===== config.mk =====
export PLATFORM = sky130hd
export DESIGN_NAME = fnd_scan_ctrl_flat
export DESIGN_NICKNAME = d
export VERILOG_FILES = /design/src/rtl/fnd_scan_ctrl_if.sv /design/src/rtl/fnd_scan_ctrl.sv /design/src/flat_wrapper.sv
export SDC_FILE = /design/constraint.sdc
export NUM_CORES = 1
export LEC_CHECK = 0
export CORE_ASPECT_RATIO = 0.5
export CORE_MARGIN = 1.5
export CORE_UTILIZATION = 40
export CTS_CLUSTER_SIZE = 40
export DETAILED_ROUTE_END_ITERATION = 7
export PLACE_DENSITY_LB_ADDON = 0.25
export SLEW_MARGIN = 20
export SYNTH_ARGS = -nofsm -noshare
export SYNTH_HDL_FRONTEND = slang
export SYNTH_SLANG_ARGS = --single-unit

===== constraint.sdc =====
create_clock -name clk -period 5.4 [get_ports clk]
set_input_delay 1.35 -clock clk [delete_from_list [all_inputs] [get_ports clk]]
set_output_delay 1.35 -clock clk [all_outputs]
set_load 0.05 [all_outputs]

===== src/rtl/fnd_scan_ctrl_if.sv =====
`default_nettype none
// ============================================================================
// Module   : fnd_scan_ctrl_if
// Brief    : Stopwatch count inputs and 7-segment drive lines for fnd_scan_ctrl.
// Revision : 1.0 - initial release
// ============================================================================
interface fnd_scan_ctrl_if;
    logic       sw_mode;
    logic [6:0] msec;
    logic [5:0] sec;
    logic [5:0] min;
    logic [4:0] hour;
    logic [3:0] fnd_com;
    logic [7:0] fnd_data;

    // master: the stopwatch datapath side; slave: the display controller
    modport master (
        output sw_mode, msec, sec, min, hour,
        input  fnd_com, fnd_data
    );

    modport slave (
        input  sw_mode, msec, sec, min, hour,
        output fnd_com, fnd_data
    );
endinterface
`default_nettype wire


===== src/rtl/fnd_scan_ctrl.sv =====
`default_nettype none
// ============================================================================
// Module   : fnd_scan_ctrl
// Brief    : 4-digit common-anode 7-segment scanner showing SS.CC or HH.MM
//            from a per-frame snapshot. Optional macro FND_DOT_BLINK_EN.
// Revision : 1.0 - initial release
// ============================================================================
module fnd_scan_ctrl #(
    parameter int CLK_FREQ_HZ = 100_000_000,
    parameter int SCAN_HZ     = 1000
) (
    input  wire logic     clk,
    input  wire logic     rst,
    fnd_scan_ctrl_if.slave bus
);

    localparam int c_div   = CLK_FREQ_HZ / SCAN_HZ;
    localparam int c_cnt_w = (c_div > 2) ? $clog2(c_div) : 1;
    localparam logic [c_cnt_w-1:0] c_tick_last = c_cnt_w'(c_div - 1);

    logic [c_cnt_w-1:0] r_tick_cnt;
    logic [1:0]         r_digit_sel;
    logic               r_snap_mode;
    logic [6:0]         r_snap_msec;
    logic [5:0]         r_snap_sec;
    logic [5:0]         r_snap_min;
    logic [4:0]         r_snap_hour;
    logic [3:0]         r_fnd_com;
    logic [7:0]         r_fnd_data;

    logic               w_tick;
    logic [3:0]         w_msec_tens, w_msec_ones;
    logic [3:0]         w_sec_tens,  w_sec_ones;
    logic [3:0]         w_min_tens,  w_min_ones;
    logic [3:0]         w_hour_tens, w_hour_ones;
    logic [3:0]         w_digit;
    logic [6:0]         w_seg;
    logic               w_dp_on;
    logic [3:0]         w_com_next;
    logic [7:0]         w_data_next;

    assign w_tick = (r_tick_cnt == c_tick_last);

    // Tens digits keep the full quotient so out-of-range counts decode blank.
    assign w_msec_tens = 4'(r_snap_msec / 7'd10);
    assign w_msec_ones = 4'(r_snap_msec % 7'd10);
    assign w_sec_tens  = 4'(r_snap_sec  / 6'd10);
    assign w_sec_ones  = 4'(r_snap_sec  % 6'd10);
    assign w_min_tens  = 4'(r_snap_min  / 6'd10);
    assign w_min_ones  = 4'(r_snap_min  % 6'd10);
    assign w_hour_tens = 4'(r_snap_hour / 5'd10);
    assign w_hour_ones = 4'(r_snap_hour % 5'd10);

    always_comb begin
        w_digit = 4'd0;
        case (r_digit_sel)
            2'd0:    w_digit = r_snap_mode ? w_min_ones  : w_msec_ones;
            2'd1:    w_digit = r_snap_mode ? w_min_tens  : w_msec_tens;
            2'd2:    w_digit = r_snap_mode ? w_hour_ones : w_sec_ones;
            default: w_digit = r_snap_mode ? w_hour_tens : w_sec_tens;
        endcase
    end

    always_comb begin
        w_seg = 7'h7F;
        case (w_digit)
            4'd0:    w_seg = 7'h40;
            4'd1:    w_seg = 7'h79;
            4'd2:    w_seg = 7'h24;
            4'd3:    w_seg = 7'h30;
            4'd4:    w_seg = 7'h19;
            4'd5:    w_seg = 7'h12;
            4'd6:    w_seg = 7'h02;
            4'd7:    w_seg = 7'h78;
            4'd8:    w_seg = 7'h00;
            4'd9:    w_seg = 7'h10;
            default: w_seg = 7'h7F;
        endcase
    end

`ifdef FND_DOT_BLINK_EN
    assign w_dp_on = (r_digit_sel == 2'd2) && (r_snap_msec < 7'd50);
`else
    assign w_dp_on = (r_digit_sel == 2'd2);
`endif

    assign w_com_next  = ~(4'b0001 << r_digit_sel);
    assign w_data_next = {~w_dp_on, w_seg};

    always_ff @(posedge clk or negedge rst) begin
        if (!rst) begin
            r_tick_cnt  <= '0;
            r_digit_sel <= 2'd0;
            r_snap_mode <= 1'b0;
            r_snap_msec <= 7'd0;
            r_snap_sec  <= 6'd0;
            r_snap_min  <= 6'd0;
            r_snap_hour <= 5'd0;
            r_fnd_com   <= 4'hF;
            r_fnd_data  <= 8'hFF;
        end else begin
            r_tick_cnt <= w_tick ? '0 : r_tick_cnt + 1'b1;
            if (w_tick) begin
                r_digit_sel <= r_digit_sel + 2'd1;
            end
            // Snapshot on the frame wrap so a whole frame shows one coherent time.
            if (w_tick && (r_digit_sel == 2'd3)) begin
                r_snap_mode <= bus.sw_mode;
                r_snap_msec <= bus.msec;
                r_snap_sec  <= bus.sec;
                r_snap_min  <= bus.min;
                r_snap_hour <= bus.hour;
            end
            r_fnd_com  <= w_com_next;
            r_fnd_data <= w_data_next;
        end
    end

    assign bus.fnd_com  = r_fnd_com;
    assign bus.fnd_data = r_fnd_data;

endmodule
`default_nettype wire


===== src/flat_wrapper.sv =====
// flat-port wrapper written by rule: the top's interface ports become plain ports
module fnd_scan_ctrl_flat 
#(
    parameter int CLK_FREQ_HZ = 100_000_000,
    parameter int SCAN_HZ     = 1000
)
  (clk, rst, bus_sw_mode, bus_msec, bus_sec, bus_min, bus_hour, bus_fnd_com, bus_fnd_data);
  fnd_scan_ctrl_if bus_i ();
  input  wire logic clk;
  input  wire logic rst;
  input wire logic [$bits(bus_i.sw_mode)-1:0] bus_sw_mode;
  input wire logic [$bits(bus_i.msec)-1:0] bus_msec;
  input wire logic [$bits(bus_i.sec)-1:0] bus_sec;
  input wire logic [$bits(bus_i.min)-1:0] bus_min;
  input wire logic [$bits(bus_i.hour)-1:0] bus_hour;
  output wire logic [$bits(bus_i.fnd_com)-1:0] bus_fnd_com;
  output wire logic [$bits(bus_i.fnd_data)-1:0] bus_fnd_data;
  assign bus_i.sw_mode = bus_sw_mode;
  assign bus_i.msec = bus_msec;
  assign bus_i.sec = bus_sec;
  assign bus_i.min = bus_min;
  assign bus_i.hour = bus_hour;
  assign bus_fnd_com = bus_i.fnd_com;
  assign bus_fnd_data = bus_i.fnd_data;
  fnd_scan_ctrl #(.CLK_FREQ_HZ(CLK_FREQ_HZ), .SCAN_HZ(SCAN_HZ)) u_core (.clk(clk), .rst(rst), .bus(bus_i));
endmodule

==> results by group <==
Status
  – Status: completed

CTS
  – Clk root buf: clkbuf_16
  – Clk sink count: 55
  – Post-CTS Setup Inserts: 0
  – Clk buf depth: 2
  – CTS tree: built
  – Clock transition at path regs: roughly 0.08 ns
  – # resized after CTS: 0
  – Clk_lat worst skew: 0.30 ns
  – H-tree depth: 2
  – Hold-fix buffers, CTS: 0
  – TritonCTS buffer count: 5

Die
  – Core Box Area: just under 9000 sq um
  – Cell row count: 24
  – Initial core utilization: 0.411
  – Die Footprint: ~9500 sq um
  – Ports: 39
  – Die Ht: roughly 70 microns
  – Die extent in x: about 140 microns

Drt
  – Drt first pass iters: 4
  – DRT antenna net count: 0
  – Drt wl/cell: between 15 and 20 microns
  – Routed WL: a little under 8 mm
  – Initial DRC count: 119
  – Vias: 2,719
  – Via/cell ratio: 5.64
  – DRC viols: 0

Timing
  – RSZ-0062 raised after global routing: false
  – Fmax: roughly 0.21 GHz
  – Clk_skew: between 0.007 and 0.008 ns
  – Final slew viol count: 0
  – Max_slew headroom: 0.306
  – Setup tns final: 0 ns
  – Crit share post-route: 0.863
  – Final min period: 4.66 ns
  – Final WS setup: 0.742 ns
  – Final setup fails: 0
  – Final hold vios: 0
  – Slew at the pin closest to its max-slew limit: approximately 1.0 ns

Synthesis
  – Post-synthesis instance area: between 3000 and 4000 sq um
  – Mean Syn Cell Area: about 11 sq um
  – Synth Warn #: 0
  – Number of enable flip-flop cells after synthesis: 0
  – Prevailing post-synth register cell: dfrtp_1
  – Sequential-to-total area share from yosys stat: 0.390
  – Synth Register Bits: between 50 and 60
  – Synth Net Count: ~370
  – Synthesized instance count: around 330
  – Unique cell type count in the Yosys netlist: between 60 and 70
  – Asr flop ratio synth: 1.00

Finish
  – Syn-to-layout area delta: 16.7%
  – Nets@finish: around 410
  – Share of layout cells above drive strength 1: 0.205
  – Final Util: 0.479
  – Antenna diodes: 0

Global route
  – GR Overflow Total: 0
  – Largest net degree at the start of global routing: 56
  – Antenna violations before repair: 0
  – Vias in the first global route: 2,806
  – Global-route wire length before repair: roughly 14 mm
  – Gr usage total: 0.181

Critical path
  – Critical path, cell by cell: inv_1, ha_1, mux2i_1, mux2i_1, or3_1, a21oi_1, nor2_1, ha_1, inv_1, o221ai_1, a221oi_2, and2_1, inv_1, ha_1, nor3_1, nor3_1
  – Worst Path Buf+Inv: 3
  – Crit path max fanout: 22
  – Slowest CP cell: ha_1
  – CP required: approximately 5.6 ns
  – CP top delay family: adder cells
  – Worst Setup End Kind: register
  – Setup CP Type: register to register
  – Startpoint types: register
  – Worst EP arrival: 4.87 ns
  – CP max stage delay: between 0.7 and 0.8 ns

Power
  – PwrDens: between 150 and 200 nW/um^2
  – Leak pwr: 1.75 nW
  – Max VDD drop: between 0.0001 and 0.00015 V

Flow run
  – Max-Cap Viols: 0

Min path
  – Worst min-delay path class: register to register

Place
  – PortBufs: 38
  – Post-place setup slack: between 0.8 and 0.9 ns
  – RD Place Congestion: slightly above 0.9
  – Detailed placer's ending HPWL: 5.89 mm
-- layer usage --
layer  GRT usage  vias to the layer above  part of all wire
li1            -                     1301                 -
met1       0.245                     1342              0.49
met2       0.290                       60              0.46
met3      0.0395                       16             0.032
met4      0.0520                        0             0.020
met5           0                        -                 0
-- layout make-up --
type                       count  area [sq um]
timing repair buffer          39           383
fill                         801          4520
inverter                      13          48.8
clock buffer                   6           129
clock inverter                 2          17.5
sequential                    55          1390
tap                          117           146
multi-input combinational    250          2050
-- state kept, by name (all words and copies together), names as in the netlist --
register / flops
u_core.r_digit_sel: 2
u_core.r_snap_min: 6
u_core.r_snap_mode: 1
u_core.bus.fnd_com: 4
u_core.r_snap_msec: 7
u_core.r_tick_cnt: 17
u_core.bus.fnd_data: 7
u_core.r_snap_hour: 5
u_core.r_snap_sec: 6
-- final timing paths --
kind / startpoint / depth (start not counted) / slack (ns) / end
min in group asynchronous: rst / 2 / 1.18 / u_core.r_snap_hour[4]
max: u_core.r_digit_sel[0] / 16 / 0.74 / u_core.bus.fnd_data[0]
min reg2reg: u_core.r_tick_cnt[0] / 1 / 0.48 / u_core.r_tick_cnt[0]
max in group asynchronous: rst / 2 / 3.74 / u_core.r_snap_msec[5]
min: u_core.r_tick_cnt[0] / 1 / 0.48 / u_core.r_tick_cnt[0]
max reg2reg: u_core.r_digit_sel[0] / 16 / 0.74 / u_core.bus.fnd_data[0]
-- Yosys cell counts (2+ instances only) --
cell type | number | area (sq um)
a211oi_1 | 3 | 22.5
a211oi_2 | 2 | 25.0
a21oi_1 | 10 | 50.1
a2bb2oi_1 | 2 | 17.5
a311o_1 | 2 | 20.0
a31oi_1 | 3 | 18.8
and2_1 | 4 | 25.0
and3_1 | 10 | 62.6
and3b_1 | 3 | 26.3
and4_1 | 3 | 26.3
buf_2 | 2 | 10.0
buf_4 | 3 | 22.5
buf_6 | 2 | 22.5
clkbuf_1 | 6 | 22.5
dfrtp_1 | 44 | 1100
dfstp_2 | 11 | 289
ha_1 | 14 | 175
inv_1 | 13 | 48.8
mux2_2 | 31 | 349
mux2i_1 | 7 | 70.1
mux4_2 | 7 | 158
nand2_1 | 17 | 63.8
nand3_1 | 9 | 45.0
nand4_1 | 4 | 25.0
nor2_1 | 24 | 90.1
nor2b_1 | 3 | 18.8
nor3_1 | 12 | 60.1
nor3b_1 | 3 | 22.5
nor4b_1 | 3 | 26.3
nor4b_2 | 2 | 30.0
o211ai_1 | 5 | 37.5
o21a_1 | 3 | 22.5
o21ai_0 | 8 | 40.0
o21ai_1 | 2 | 10.0
o221ai_1 | 2 | 17.5
o22a_1 | 2 | 17.5
o22ai_1 | 3 | 18.8
or2_2 | 3 | 18.8
or3_1 | 2 | 12.5
xnor2_1 | 10 | 87.6
xor2_1 | 6 | 52.6
-- kinds of logic after synthesis --
family | share of synthesized area
buf+inv | 0.0365
xor+xnor | 0.0393
compound gates | 0.147
flops | 0.390
simple gates | 0.176
mux | 0.162
fa+ha+maj | 0.0491
-- where the power goes --
group          switching [mW]  leakage [nW]  internal [mW]
registers                   0         0.710          0.412
logic                  0.0103         0.965         0.0164
clock network           0.156        0.0714          0.175
-- layout by cell type, fill, tap and decap left out, types with 2 or more instances in the layout --
master           instances
dfrtp_1                 44
clkdlybuf4s50_1         37
mux2_2                  31
nor2_1                  24
nand2_1                 17
ha_1                    14
inv_1                   13
nor3_1                  12
dfstp_2                 11
a21oi_1                 10
and3_1                  10
xnor2_1                 10
nand3_1                  9
o21ai_0                  8
mux4_2                   7
mux2i_1                  7
xor2_1                   6
o211ai_1                 5
clkbuf_16                5
nand4_1                  4
nor2b_1                  3
nor3b_1                  3
and2_1                   3
nor4b_1                  3
and4_1                   3
and3b_1                  3
or2_2                    3
o21a_1                   3
a211oi_1                 3
o22ai_1                  3
a31oi_1                  3
o22a_1                   2
nor4b_2                  2
o21ai_1                  2
or3_1                    2
a2bb2oi_1                2
o221ai_1                 2
a311o_1                  2
a211oi_2                 2
-- metrics by stage --
stage	hold slack, ns	cells	power (mW)	instance area, sq um
finish	0.476	482	0.770	4160
global placement	0.452	474	0.447	4010
detailed placement	0.464	474	0.448	4010
floorplan	0.438	332	0.420	3560
CTS	0.481	482	0.780	4160
global route	0.513	482	0.799	4160
Note: power is estimated with default switching activity, not from simulation.
